[src/rtl/pipeline_pkg.sv]
// Shared fetch-pipeline definitions: reset defaults, the fetch FSM state type
// and the sequential next-PC helper.
package pipeline_pkg;

  localparam logic [31:0] DEFAULT_RESET_PC  = 32'h0000_0000;
  localparam logic [31:0] DEFAULT_NOP_INSTR = 32'h0000_0013;

  typedef enum logic {
    FETCH_IDLE      = 1'b0,
    FETCH_WAIT_DATA = 1'b1
  } fetch_state_e;

  // Sequential successor; wraps modulo 2^32 with no overflow flag.
  function automatic logic [31:0] seq_pc(input logic [31:0] pc);
    return pc + 32'd4;
  endfunction

endpackage

[src/rtl/pc_update_unit.sv]
// PC register with next-PC selection and sticky misaligned-branch flag;
// advances only on the writeback strobe.
module pc_update_unit
  import pipeline_pkg::*;
#(
  parameter logic [31:0] RESET_PC = DEFAULT_RESET_PC
) (
  input  logic        clk,
  input  logic        reset,
  input  logic        writeback,
  input  logic        branch_taken,
  input  logic [31:0] branch_target,
  output logic [31:0] pc,
  output logic        misaligned_target
);

  logic [31:0] pc_q, pc_d;
  logic        misaligned_q, misaligned_d;
  logic        target_ok;

  assign target_ok = (branch_target[1:0] == 2'b00);

  always_comb begin
    pc_d         = pc_q;
    misaligned_d = misaligned_q;
    if (writeback) begin
      // A misaligned target is dropped in favour of the fall-through PC.
      if (branch_taken && target_ok) pc_d = branch_target;
      else                           pc_d = seq_pc(pc_q);
      if (branch_taken && !target_ok) misaligned_d = 1'b1;
    end
  end

  always_ff @(posedge clk) begin
    if (reset) begin
      pc_q         <= RESET_PC;
      misaligned_q <= 1'b0;
    end else begin
      pc_q         <= pc_d;
      misaligned_q <= misaligned_d;
    end
  end

  assign pc                = pc_q;
  assign misaligned_target = misaligned_q;

endmodule

[src/rtl/instruction_fetch_unit.sv]
// Instruction fetch: one memory request per instruction, captures the reply
// (or a NOP on a missing reply), and tracks retired writeback cycles.
module instruction_fetch_unit
  import pipeline_pkg::*;
#(
  parameter logic [31:0] RESET_PC  = DEFAULT_RESET_PC,
  parameter logic [31:0] NOP_INSTR = DEFAULT_NOP_INSTR
) (
  input  logic        clk,
  input  logic        reset,
  input  logic        fetch_RequestState,
  input  logic        fetch_ReceiveState,
  input  logic        writebackState,
  input  logic        branch_taken,
  input  logic [31:0] branch_target,
  input  logic [31:0] mem_rdata,
  input  logic        mem_rvalid,
  output logic        mem_req,
  output logic [31:0] mem_addr,
  output logic [31:0] pc,
  output logic [31:0] instruction,
  output logic        instr_valid,
  output logic        fetch_error,
  output logic        misaligned_target,
  output logic [31:0] retired_count
);

  fetch_state_e state_q, state_d;
  logic [31:0]  instruction_q, instruction_d;
  logic         instr_valid_q, instr_valid_d;
  logic         fetch_error_q, fetch_error_d;
  logic [31:0]  retired_q, retired_d;

  pc_update_unit #(.RESET_PC(RESET_PC)) u_pc (
    .clk               (clk),
    .reset             (reset),
    .writeback         (writebackState),
    .branch_taken      (branch_taken),
    .branch_target     (branch_target),
    .pc                (pc),
    .misaligned_target (misaligned_target)
  );

  // Request is combinational from the strobe but suppressed during reset.
  assign mem_req  = !reset && (state_q == FETCH_IDLE) && fetch_RequestState;
  assign mem_addr = pc;

  always_comb begin
    state_d       = state_q;
    instruction_d = instruction_q;
    instr_valid_d = instr_valid_q;
    fetch_error_d = fetch_error_q;
    retired_d     = retired_q;
    case (state_q)
      FETCH_IDLE: begin
        if (fetch_RequestState) state_d = FETCH_WAIT_DATA;
        if (fetch_ReceiveState) fetch_error_d = 1'b1;
      end
      FETCH_WAIT_DATA: begin
        if (fetch_ReceiveState) begin
          state_d = FETCH_IDLE;
          if (mem_rvalid) begin
            instruction_d = mem_rdata;
            instr_valid_d = 1'b1;
          end else begin
            instruction_d = NOP_INSTR;
            instr_valid_d = 1'b0;
            fetch_error_d = 1'b1;
          end
        end
        // A second request while waiting abandons the outstanding fetch.
        if (fetch_RequestState) begin
          state_d       = FETCH_IDLE;
          fetch_error_d = 1'b1;
        end
      end
      default: state_d = FETCH_IDLE;
    endcase
    if (writebackState) retired_d = retired_q + 32'd1;
  end

  always_ff @(posedge clk) begin
    if (reset) begin
      state_q       <= FETCH_IDLE;
      instruction_q <= NOP_INSTR;
      instr_valid_q <= 1'b0;
      fetch_error_q <= 1'b0;
      retired_q     <= '0;
    end else begin
      state_q       <= state_d;
      instruction_q <= instruction_d;
      instr_valid_q <= instr_valid_d;
      fetch_error_q <= fetch_error_d;
      retired_q     <= retired_d;
    end
  end

  assign instruction   = instruction_q;
  assign instr_valid   = instr_valid_q;
  assign fetch_error   = fetch_error_q;
  assign retired_count = retired_q;

endmodule
[config.mk]
export PLATFORM = sky130hd
export DESIGN_NAME = instruction_fetch_unit
export DESIGN_NICKNAME = d
export VERILOG_FILES = /design/src/rtl/pipeline_pkg.sv /design/src/rtl/pc_update_unit.sv /design/src/rtl/instruction_fetch_unit.sv
export SDC_FILE = /design/constraint.sdc
export NUM_CORES = 1
export LEC_CHECK = 0
export CAP_MARGIN = 5
export CORE_ASPECT_RATIO = 0.9
export CORE_MARGIN = 5
export CORE_UTILIZATION = 33
export DETAILED_ROUTE_END_ITERATION = 16
export PLACE_DENSITY_LB_ADDON = 0.12
export SLEW_MARGIN = 25
export SYNTH_ARGS = -nofsm -noshare
export SYNTH_HDL_FRONTEND = slang
export SYNTH_HIERARCHICAL = 1
export SYNTH_SLANG_ARGS = --single-unit
[constraint.sdc]
create_clock -name clk -period 4.2 [get_ports clk]
set_clock_uncertainty 0.15 [all_clocks]
set_input_delay 0.42 -clock clk [delete_from_list [all_inputs] [get_ports clk]]
set_output_delay 0.42 -clock clk [all_outputs]
set_load 0.05 [all_outputs]
==> metrics.md <==
| Metric | Value |
|---|---|
| Number of DRC markers in iteration 0 | `323` |
| FF-to-FF Start | `u_pc/pc[2]` |
| Height of the die | `130 um` |
| Tightest Pin Transition | `0.810 ns` |
| Worst R2R Setup Slack | `1.78 ns` |
| Async set-or-reset flop fraction in the synthesized netlist | `0%` |
| Antenna violations before repair | `0` |
| Net count after synthesis | `728` |
| Ratio of cells with drive above 1 in the final layout | `7.83%` |
| Total area of sequential cells | `0.00200 mm2` |
| Clock tree from TritonCTS | `yes` |
| Overall routing resource usage | `16.9%` |
| Pre-CTS WS | `1.24 ns` |
| Maximum count of clock buffers along a single path | `2` |
| Total area of multi-input combinational cells | `0.00278 mm2` |
| Cell count of the worst hold path | `2` |
| Global routing met1 resource utilization | `22.4%` |
| Gpl congestion | `0.832` |
| Number of sinks handled by clock tree synthesis | `100` |
| Resize count post-CTS | `0` |
| Relative slew slack | `46.0%` |
| Req. time, crit path | `4.32 ns` |
| Diodes inserted | `0` |
| Sequential cell area fraction in the yosys report | `38.0%` |
| Synth top area cells | `dfxtp_1 (38%), a21oi_1 (5.6%), nand3_1 (5.1%)` |
| Areal power density over the cells | `313 mW/mm2` |
| Total global routing overflow | `0` |
| Pins over their slew limit | `0` |
| Kind of start point of the critical path | `primary input` |
| Fmax achieved | `0.379 GHz` |
| Via count of the first global-routing pass | `4938` |
| Synth Cell Area | `0.00526 mm2` |
| Clock insertion delay at the later pin of the skew report | `0.35 ns` |
| Area share of the largest cell type after synthesis | `38.0%` |
| Length of the first detailed-routing pass in iterations | `5` |
| Syn Inst Count | `655` |
| Start-to-end type of the worst setup path | `primary input to flop` |
| Antenna Violating Nets Remaining | `0` |
| Final worst hold slack | `0.300 ns` |
| Placement row count | `43` |
| Final period util | `62.8%` |
| Die Outline Area | `0.0186 mm2` |
| Static Leak | `2.57 nW` |
| Synth cell count leaders | `dfxtp_1 (100), nand2_1 (71), a21oi_1 (59), nand3_1 (54), nor2_1 (51)` |
| H-tree levels | `3` |
| Busiest layer in global routing | `met2` |
| Worst-case hold path end point | `instruction[20]` |
| Total half-perimeter wirelength after legalization and detailed placement | `11800 um` |
| CTS Buf Count | `9` |
| Largest area contributor in the netlist | `dfxtp_1` |
| Average size of a mapped cell | `8.03 um2` |
| Global-route met3 utilization | `4.69%` |
| Capturing point of the worst reg2reg path | `u_pc/pc[18]` |
| Layout-stage area growth over the synthesis result | `42.2%` |
| Count of final hold-check violations | `0` |
| Width of the chip | `143 um` |
| Startpoint of the most critical hold path | `instruction[20]` |
| Number of enable flip-flop cells after synthesis | `0` |
| Wire length after detailed routing | `16400 um` |
| Clock-pin slew reported for the worst setup and hold paths after clock tree synthesis | `0.07 ns` |
| Fillcell total | `1495` |
| YS warnings | `6` |
| # nets final | `873` |
| Via-to-Cell Ratio | `5.20` |
| Met2 Resource Use GR | `27.5%` |
| Via total after detailed routing | `5234` |
| Port bufs | `202` |
| Leading cell type by number of instances after synthesis | `dfxtp_1` |
| Initial Utilization | `33.8%` |
| Critical path peak fanout | `38` |
| Setup Buffers After CTS | `0` |
| Final setup TNS | `0 ns` |
| Wire length per cell after detailed routing | `16.2 um` |
| Number of distinct library cell variants in the gate-level netlist after synthesis | `64` |
| Crit path capture type | `flop` |
| Fin util | `48.1%` |
| Clock period minus worst slack | `2.64 ns` |
| Worst IR Drop VDD | `0.218 mV` |
| Global-route wire length before repair | `25600 um` |
| Setup repair after global routing missed its margin | `no` |
| Count of endpoints failing setup in the final report | `0` |
| Core region area | `0.0155 mm2` |
| Root buf cell | `clkbuf_16` |
| Status | `complete, no violations` |
| Number of cell instances on the worst register-to-register path | `6` |
| Count of boundary I/O pins | `203` |
| Arrival time at the worst endpoint | `2.76 ns` |
| Final setup slack of the worst path | `1.56 ns` |
| Number of max-cap violations | `0` |
| Post-CTS Hold Buffers | `0` |
| Predominant post-synthesis flop cell | `dfxtp_1` |
| Largest net degree at the start of global routing | `80` |
| Class of the most critical hold timing path | `flop to flop` |
| Total of flip-flops plus latches after synthesis | `100` |
| Final routed DRC violation total | `0` |
-- cell type report --
class | count | share of cell area (%)
Sequential cell | 100 | 26.7
Timing Repair Buffer | 208 | 27.5
Clock inverter | 7 | 1.44
Tap cell | 202 | 3.38
Multi-Input combinational cell | 466 | 37.2
Clock buffer | 9 | 3.01
Inverter | 15 | 0.752
-- critical path, stage by stage --
cell             delay [ns]
clkdlybuf4s50_1        0.55
or3b_2                 0.65
nand2_1                0.38
or4b_1                 0.59
a31oi_1                0.17
-- layout by cell type, fill, tap and decap left out, types with 5 or more instances in the layout --
| cell type | synthesis | routed |
|---|---|---|
| nand2_1 | 71 | 70 |
| and2_1 | 7 | 6 |
| mux2_2 | 11 | 11 |
| nor2_1 | 51 | 51 |
| a21oi_1 | 59 | 59 |
| inv_1 | 14 | 14 |
| nand3_1 | 54 | 54 |
| nor2b_1 | 11 | 11 |
| a31oi_1 | 9 | 9 |
| or3_1 | 7 | 7 |
| o21ai_0 | 27 | 27 |
| buf_4 | 35 | 6 |
| nand4_1 | 19 | 19 |
| o31ai_1 | 6 | 6 |
| or4_1 | 6 | 6 |
| dfxtp_1 | 100 | 100 |
| clkbuf_16 | 0 | 9 |
| xor2_1 | 5 | 5 |
| and4_1 | 5 | 5 |
| clkdlybuf4s50_1 | 0 | 199 |
| nor3_1 | 16 | 16 |
| xnor2_1 | 7 | 7 |
| and3_1 | 12 | 12 |
| a211oi_1 | 7 | 7 |
| nor4_1 | 8 | 8 |
-- logic make-up (layout without fill, tap and decap cells) --
group                    after synthesis  after routing  share of synthesized area, %
flip-flops                           100            100                          38.0
XOR/XNOR                              12             12                          2.00
adder cells (fa/ha/maj)                2              2                         0.475
multiplexers                          16             16                          3.33
buffers and inverters                 89            239                          9.27
AO/OA/AOI/OAI                        142            142                          16.5
AND/OR/NAND/NOR                      294            294                          30.3
-- layer usage --
layer / vias to the layer above / part of all wire [%]
met5: - / 0
met4: 0 / 0.96
met3: 11 / 4.6
met2: 135 / 49
met1: 2480 / 46
li1: 2608 / -
-- state kept, by name, summed over array words and instances, names as in the netlist --
register	count
u_pc/misaligned_target	1
u_pc/pc	32
instr_valid	1
retired_count	32
instruction	32
state_q	1
fetch_error	1
-- stage by stage --
| stage | area [um2] | instances | total power [mW] |
|---|---|---|---|
| 2_1_floorplan | 5260 | 655 | 1.28 |
| 3_3_place_gp | 7140 | 990 | 1.43 |
| 3_5_place_dp | 7150 | 991 | 1.44 |
| 4_1_cts | 7480 | 1007 | 2.38 |
| 5_1_grt | 7480 | 1007 | 2.44 |
| 6_report | 7480 | 1007 | 2.35 |
-- power breakdown --
part	switching [mW]	internal [mW]	total (mW)
Sequential	0.0372	0.973	1.01
Combinational	0.248	0.158	0.406
Clock	0.395	0.534	0.930
Total	0.681	1.66	2.35
-- how the worst max path moves through the flow --
| stage | startpoint | endpoint | slack [ns] | depth (start not counted) |
|---|---|---|---|---|
| global placement | branch_target[0] | u_pc/pc[24] | 1.30 | 5 |
| CTS | branch_target[0] | u_pc/pc[18] | 1.61 | 5 |
| detailed placement | branch_target[0] | u_pc/pc[18] | 1.24 | 5 |
| finish | branch_target[0] | u_pc/pc[18] | 1.56 | 5 |
| global route | branch_target[0] | u_pc/pc[18] | 1.45 | 5 |
| floorplan | u_pc/pc[2] | u_pc/pc[26] | 1.77 | 6 |
No activity file was read; power rests on OpenSTA's default activity.
